## src/rtl/latch_bank_pkg.sv

```systemverilog
// latch_bank_pkg: FSM states, counter width and range-checked one-hot decode for latch_bank_writer.
package latch_bank_pkg;
   typedef enum logic [1:0] {IDLE = 2'd0, SETUP = 2'd1, PULSE = 2'd2, HOLD = 2'd3} state_t;
   localparam int CNT_W = 4;
   localparam int ONEHOT_W = 64;
   function automatic logic [ONEHOT_W-1:0] onehot_dec(input int idx, input int depth);
      return (idx >= 0 && idx < depth) ? ONEHOT_W'(1) << idx : '0;
   endfunction
endpackage

```

## src/rtl/pulse_timer.sv

```systemverilog
// pulse_timer: loadable down-counter that stops at zero; times the latch enable pulse.
module pulse_timer
   import latch_bank_pkg::*;
(
   input  logic             Clk,
   input  logic             Rst,
   input  logic             Load,
   input  logic [CNT_W-1:0] Load_Val,
   output logic             Zero
);
   logic [CNT_W-1:0] cnt;
   assign Zero = cnt == '0;
   always_ff @(posedge Clk)
      if (Rst) cnt <= '0;
      else if (Load) cnt <= Load_Val;
      else if (!Zero) cnt <= cnt - CNT_W'(1);
endmodule

```

## src/rtl/latch_bank_writer.sv

```systemverilog
// latch_bank_writer: valid/ready write controller driving D/En of a Dlatch_NOR bank with setup/hold margins.
// Optional LATCH_BANK_WRITER_READBACK_EN adds Q_Bank readback compare with Mismatch/Err_Addr.
module latch_bank_writer
   import latch_bank_pkg::*;
#(
   parameter  int WIDTH        = 8,
   parameter  int DEPTH        = 4,
   parameter  int PULSE_CYCLES = 2,
   localparam int AW           = DEPTH > 1 ? $clog2(DEPTH) : 1
)(
   input  logic             Clk,
   input  logic             Rst,
   input  logic             In_Valid,
   output logic             In_Ready,
   input  logic [AW-1:0]    In_Addr,
   input  logic [WIDTH-1:0] In_Data,
   output logic [WIDTH-1:0] D,
   output logic [DEPTH-1:0] En,
   output logic             Busy,
   output logic             Addr_Err
`ifdef LATCH_BANK_WRITER_READBACK_EN
   ,
   input  logic [DEPTH*WIDTH-1:0] Q_Bank,
   output logic                   Mismatch,
   output logic [AW-1:0]          Err_Addr
`endif
);
   state_t state;
   logic [DEPTH-1:0] sel, dec;
   logic zero;
   assign dec = DEPTH'(onehot_dec(int'(In_Addr), DEPTH));
   pulse_timer u_timer (
      .Clk(Clk), .Rst(Rst), .Load(state == SETUP),
      .Load_Val(CNT_W'(PULSE_CYCLES - 1)), .Zero(zero)
   );
   // En and D are driven only from these flops so the latch enables never glitch
   always_ff @(posedge Clk)
      if (Rst) begin
         state    <= IDLE;
         In_Ready <= 1'b0;
         Busy     <= 1'b0;
         Addr_Err <= 1'b0;
         D        <= '0;
         En       <= '0;
         sel      <= '0;
      end else begin
         Addr_Err <= 1'b0;
         case (state)
            IDLE: begin
               In_Ready <= 1'b1;
               if (In_Valid && In_Ready) begin
                  state    <= SETUP;
                  In_Ready <= 1'b0;
                  Busy     <= 1'b1;
                  D        <= In_Data;
                  sel      <= dec;
                  Addr_Err <= ~|dec;
               end
            end
            SETUP: begin
               state <= PULSE;
               En    <= sel;
            end
            PULSE: if (zero) begin
               state <= HOLD;
               En    <= '0;
            end
            HOLD: begin
               state    <= IDLE;
               Busy     <= 1'b0;
               In_Ready <= 1'b1;
            end
         endcase
      end
`ifdef LATCH_BANK_WRITER_READBACK_EN
   logic [AW-1:0] addr;
   // an empty sel marks an out-of-range write, which is never compared
   always_ff @(posedge Clk)
      if (Rst) begin
         addr     <= '0;
         Mismatch <= 1'b0;
         Err_Addr <= '0;
      end else begin
         Mismatch <= 1'b0;
         if (state == IDLE && In_Valid && In_Ready) addr <= In_Addr;
         if (state == HOLD && |sel && Q_Bank[int'(addr)*WIDTH +: WIDTH] != D) begin
            Mismatch <= 1'b1;
            Err_Addr <= addr;
         end
      end
`endif
endmodule

```

## config.mk

```make
export PLATFORM = sky130hd
export DESIGN_NAME = latch_bank_writer
export DESIGN_NICKNAME = d
export VERILOG_FILES = /design/src/rtl/latch_bank_pkg.sv /design/src/rtl/pulse_timer.sv /design/src/rtl/latch_bank_writer.sv
export SDC_FILE = /design/constraint.sdc
export NUM_CORES = 1
export LEC_CHECK = 0
export CELL_PAD_IN_SITES_DETAIL_PLACEMENT = 2
export CELL_PAD_IN_SITES_GLOBAL_PLACEMENT = 2
export CORE_ASPECT_RATIO = 1.75
export CORE_MARGIN = 1
export CORE_UTILIZATION = 35
export DETAILED_ROUTE_END_ITERATION = 6
export DONT_BUFFER_PORTS = 1
export PLACE_DENSITY = 0.75
export SLEW_MARGIN = 20
export SYNTH_ARGS = -nofsm -noshare
export SYNTH_HDL_FRONTEND = slang
export SYNTH_HIERARCHICAL = 1
export SYNTH_SLANG_ARGS = --single-unit
```

## constraint.sdc

```tcl
create_clock -name Clk -period 1.72 [get_ports Clk]
set_clock_uncertainty 0.1 [all_clocks]
set_input_delay 0.344 -clock Clk [delete_from_list [all_inputs] [get_ports Clk]]
set_output_delay 0.344 -clock Clk [all_outputs]
set_load 0.03 [all_outputs]
```

==> flow_summary.ini, run 1 <==
[synth]
ys_seq_elements = 25
synth_warnings = 6
syn_area_per_cell_um2 = 8.94
ys.flop_type = dfxtp_1
ys_seq_area_share_pct = 46.2
yosysUniqueCellTypes = 32
synth_edf_count = 0
synthArstFlopShare_pct = 0
netlist_area_mm2 = 0.00108
synthCells = 121

[layout]
layout_common_cells = 26 x nand2_1, 25 x dfxtp_1, 12 x a21oi_1, 6 x ha_1
area_growth_pct = 9.13
nets = 147
post-route-util_pct = 40.3
fillCellCount = 329
final_common_cell = nand2_1
finalNonFillerCells = 155
diodes = 0
drive_gt1_share_pct = 13.4

[floorplan]
die_w_um = 44.0
core_mm2 = 0.00293
fp-row-count = 26
fp.dieH_um = 75.6
die_area_mm2 = 0.00333
start_util_pct = 37.0
io_pins = 28

[critical_path]
r2r_slack_ns = 0.13
arrival_ns = 1.68
critical-path-max-stage-delay_ns = 0.37
worstPathMaxFanout = 5
crit_required_ns = 1.82
cp_cell_sequence = inv_1, ha_1, nor3b_4, mux2_2, o22ai_1
cp-start-kind = register
crit_buf_inv = 1
crit_family = multiplexers
path_class = reg2reg
cp-end-kind = register
cp_slowest_cell = mux2_2

[clock_network]
clock_path_buffers = 2
clk_latency_ns = 0.26
cts_sinks = 25
cts_tree = done
cts_made_buffers = 3
cts_hold_buf = 0
htree_levels = 1
clockRootBuffer = clkbuf_8
clk_pin_slew_ns = 0.09

[routing]
route.detailed.drc = 3
first_iter_violations = 12
routedWlPerCell_um = 16.6
ant_nets = 0
drt_pass1_iterations = 7
vias = 861
viasPerCell = 5.55
totalWireLength_um = 2570

[sta]
setup_viol = 0
hold_viol = 0
finalMaxSlewViolations = 0
rsz0062_at_grt = false
period_minus_slack_ns = 1.59
tns_ns = 0
post-route-period-util_pct = 92.2
fmax_ghz = 0.630

[status]
violations = DRC
outcome = finished with violations

[grt]
grt_max_degree = 25
antenna_found_initial = 0
grt_overflow = 0
grt_pass1_vias = 924
grt_usage_pct = 16.8
grt_pass1_wl_um = 4170

[power]
p_leak_nw = 0.447
p_total_mw = 2.10
ir_drop_mv = 0.606
power_density_mw_per_mm2 = 1780

[placed_design]
gp_congestion = 0.753
portBuffers = 0
placed_cells = 150
dpl.hpwl_um = 2030

[min_path]
holdCritPathClass = in2reg

[run]
maxCapViolations = 0
-- worst register-to-register path: stages, from the launching register on --
cell	delay [ns]
dfxtp_1	0.33
inv_1	0.09
ha_1	0.20
nor3b_4	0.30
mux2_2	0.37
o22ai_1	0.13
-- stage by stage --
step / area, um^2 / setup slack, ns / hold slack (ns)
2_1_floorplan: 1090 / 0.291 / 0.323
3_3_place_gp: 1120 / 0.146 / 0.318
3_5_place_dp: 1120 / 0.0555 / 0.319
4_1_cts: 1160 / 0.0265 / 0.0280
5_1_grt: 1180 / 0.00396 / 0.0192
6_report: 1180 / 0.134 / 0.0370
-- report_power, final --
group / total [mW] / switching (mW) / internal, mW
clock network: 0.342 / 0.180 / 0.162
logic: 0.857 / 0.468 / 0.388
registers: 0.899 / 0.197 / 0.702
total: 2.10 / 0.846 / 1.25
-- final timing paths --
| check | startpoint | to | cells after the start |
|---|---|---|---|
| worst max-delay path | u_timer/cnt[0] | u_timer/cnt[1] | 5 |
| worst max register to register | u_timer/cnt[0] | u_timer/cnt[1] | 5 |
| worst min-delay path | Rst | sel[1] | 1 |
| worst min register to register | sel[1] | sel[1] | 2 |
-- Yosys cell counts, drive strengths merged, types with 2 or more instances --
| library cell | instances | area, um^2 |
|---|---|---|
| conb | 2 | 7.51 |
| dfxtp | 25 | 500 |
| o22ai | 2 | 12.5 |
| mux2i | 2 | 20.0 |
| nor2b | 4 | 25.0 |
| nand3b | 2 | 15.0 |
| ha | 6 | 75.1 |
| buf | 4 | 25.0 |
| inv | 5 | 18.8 |
| nor3 | 5 | 30.0 |
| xnor2 | 2 | 17.5 |
| nor2 | 4 | 15.0 |
| a22oi | 4 | 30.0 |
| nand2 | 26 | 97.6 |
| nand3 | 3 | 20.0 |
| a21oi | 13 | 65.1 |
-- cell type report --
class / count / area (um^2) / share of cell area, %
clock buffer: 3 / 41.3 / 3.50
clock inverter: 1 / 5.00 / 0.424
inverter: 5 / 18.8 / 1.59
multi-input combinational: 90 / 558 / 47.2
sequential: 25 / 500 / 42.4
tap: 28 / 35.0 / 2.97
timing repair buffer: 3 / 22.5 / 1.91
-- repair_timing --
item,in CTS,in global routing
buffers inserted,0,1
gates resized for setup,0,3
endpoints found under the setup margin,0,8
-- state kept, by name, indices dropped and copies added, names as in the netlist --
| register | count |
|---|---|
| In_Ready | 1 |
| Addr_Err | 1 |
| sel | 4 |
| u_timer/cnt | 4 |
| Busy | 1 |
| D | 8 |
| state | 2 |
| En | 4 |
-- logic make-up (layout without fill, tap and decap cells) --
group           Yosys count  count (layout)  synth area share, %
compound gates           22              22                 12.4
xor+xnor                  2               2                 1.62
fa+ha+maj                 6               6                 6.94
buf+inv                   9              12                 4.05
flops                    25              25                 46.2
mux                       3               3                 2.89
other cells               2               5                0.694
simple gates             52              52                 25.2
-- per-layer routing --
layer | vias to the layer above | GRT usage [%] | part of all wire [%]
met2 | 17 | 34.3 | 61
met1 | 423 | 16.6 | 35
li1 | 419 | - | -
met4 | 0 | 5.05 | 0.62
met5 | - | 0 | 0
met3 | 2 | 2.13 | 2.9
(Power assumes the default switching activity.)
==> run 2: changes to the inputs <==
CORE_UTILIZATION = 32   (was 35)
PLACE_DENSITY = 0.72   (was 0.75)
clock period = 1.4 ns   (was 1.72 ns; I/O delays follow)
==> flow_summary.ini, run 2 (synthesized netlist as in run 1, its figures left out) <==
[grt]
grt_overflow = 0
grt_pass1_wl_um = 4870
grt_pass1_vias = 1080
antenna_found_initial = 0
grt_max_degree = 25
grt_usage_pct = 18.3

[sta]
hold-worst-slack_ns = -0.0381
setup_ws_ns = -0.0997
rsz0062_at_grt = true
hold_viol = 19
post-route-period-util_pct = 107
finalMaxSlewViolations = 0
period_minus_slack_ns = 1.50
setup_viol = 9
fmax_ghz = 0.667

[layout]
finalNonFillerCells = 184
diodes = 0
top_register = D
layout_common_cells = 26 x nand2_1, 21 x dfxtp_1, 14 x buf_4, 12 x a21oi_1, 5 x conb_1
largest_reg_flops = 8
final_common_cell = nand2_1
area_growth_pct = 30.5
fin_area_mm2 = 0.00141
nets = 161
drive_gt1_share_pct = 34.8

[power]
pwr-share-seq_pct = 34.6
ir_drop_mv = 1.08
swShare_pct = 39.3
p_leak_nw = 0.533
p_sw_mw = 1.27
power_density_mw_per_mm2 = 2290
p_clk_share_pct = 14.1
comb_power_share_pct = 51.2
power.internal_mw = 1.96

[critical_path]
worstPathMaxFanout = 4
cp_cell_sequence = inv_2, ha_4, nor3b_4, buf_4, mux2i_4, a22oi_1, nor2_1
crit_family = flip-flops
critical-path-max-stage-delay_ns = 0.34
cp_slowest_cell = dfxtp_2
cp-end-kind = register
crit_required_ns = 1.47
path_class = reg2reg
cp-start-kind = register
arrival_ns = 1.57
r2r_slack_ns = -0.1
crit_buf_inv = 2

[routing]
first_iter_violations = 13
ant_nets = 0
totalWireLength_um = 3010
viasPerCell = 4.99
drt_pass1_iterations = 3
routedWlPerCell_um = 16.3
route.detailed.drc = 0
vias = 919

[clock_network]
clockRootBuffer = clkbuf_8
cts_sinks = 25
clk_pin_slew_ns = 0.10
clk_latency_ns = 0.28
clock_path_buffers = 2
cts_made_buffers = 3
cts_tree = done
htree_levels = 1

[floorplan]
die_w_um = 46.0
io_pins = 28
core_mm2 = 0.00318
fp-row-count = 27
fp.dieH_um = 78.9
start_util_pct = 34.1
die_area_mm2 = 0.00363

[placed_design]
dpl-instance-area_mm2 = 0.00126
portBuffers = 0
placed_cells = 176
dpl.hpwl_um = 2110
post-place-ws_ns = -0.160
gp_congestion = 0.776

[min_path]
holdCritPathClass = in2reg

[run]
maxCapViolations = 0

[status]
violations = hold timing, setup timing
outcome = finished with violations
[run 2: cell count changes in the layout (fill, tap and decap cells not counted), sizes merged]
cell and delta:
buf +14, clkinv -1, clkinvlp +1
[run 2: timing repair]
action | CTS | global route
buffers inserted | 3 | 1
gates resized for setup | 13 | 10
pin swaps | 6 | 1
endpoints found under the setup margin | 21 | 22
hold endpoints to repair | 20 | 19
[run 2: path summary, 6_finish.rpt]
kind	cells after the start	to	startpoint
max	7	En[0]	u_timer/cnt[1]
min	1	Busy	Rst
max reg2reg	7	En[0]	u_timer/cnt[1]
min reg2reg	2	sel[0]	sel[0]
[run 2: layout make-up]
class                           instances  area [um^2]
Clock buffer                            3         41.3
Inverter                                5         18.8
Sequential cell                        25          505
Fill cell                             373         1760
Clock inverter                          1         7.51
Multi-Input combinational cell         90          638
Tap cell                               43         53.8
Timing Repair Buffer                   17          148
[run 2: metrics by stage]
step | power (mW) | utilization (%) | setup TNS (ns)
after floorplan | 1.95 | - | 0
after global placement | 2.33 | 39.6 | -0.201
after detailed placement | 2.43 | 39.6 | -1.47
after CTS | 3.11 | 43.0 | -0.278
after global routing | 3.44 | 44.5 | -1.00
final | 3.24 | 44.5 | -0.450
[run 2: layer usage]
| metal | up-vias | part of all wire [%] | GRT usage (%) | wire length (um) |
|---|---|---|---|---|
| met5 | - | 0 | 0 | 0 |
| met4 | 0 | 2.1 | 7.94 | 63 |
| met3 | 6 | 4.2 | 4.09 | 126 |
| met2 | 22 | 59 | 32.1 | 1770 |
| met1 | 450 | 35 | 19.7 | 1050 |
| li1 | 441 | - | - | - |
[run 2: worst register-to-register path: cells and delay by family (launching register included)]
kind	cells	cell delay, ns
AO/OA/AOI/OAI	1	0.22
adder cells (fa/ha/maj)	1	0.14
buffers and inverters	2	0.25
flip-flops	1	0.34
AND/OR/NAND/NOR	2	0.27
multiplexers	1	0.09
[run 2: power by group through the flow]
| stage | Sequential, mW | Clock, mW | Combinational (mW) |
|---|---|---|---|
| after global routing | 1.14 | 0.495 | 1.80 |
| after CTS | 1.12 | 0.468 | 1.53 |
| final | 1.12 | 0.458 | 1.66 |
| after global placement | 1.11 | 0 | 1.22 |
| after floorplan | 1.12 | 0 | 0.831 |
| after detailed placement | 1.12 | 0 | 1.31 |
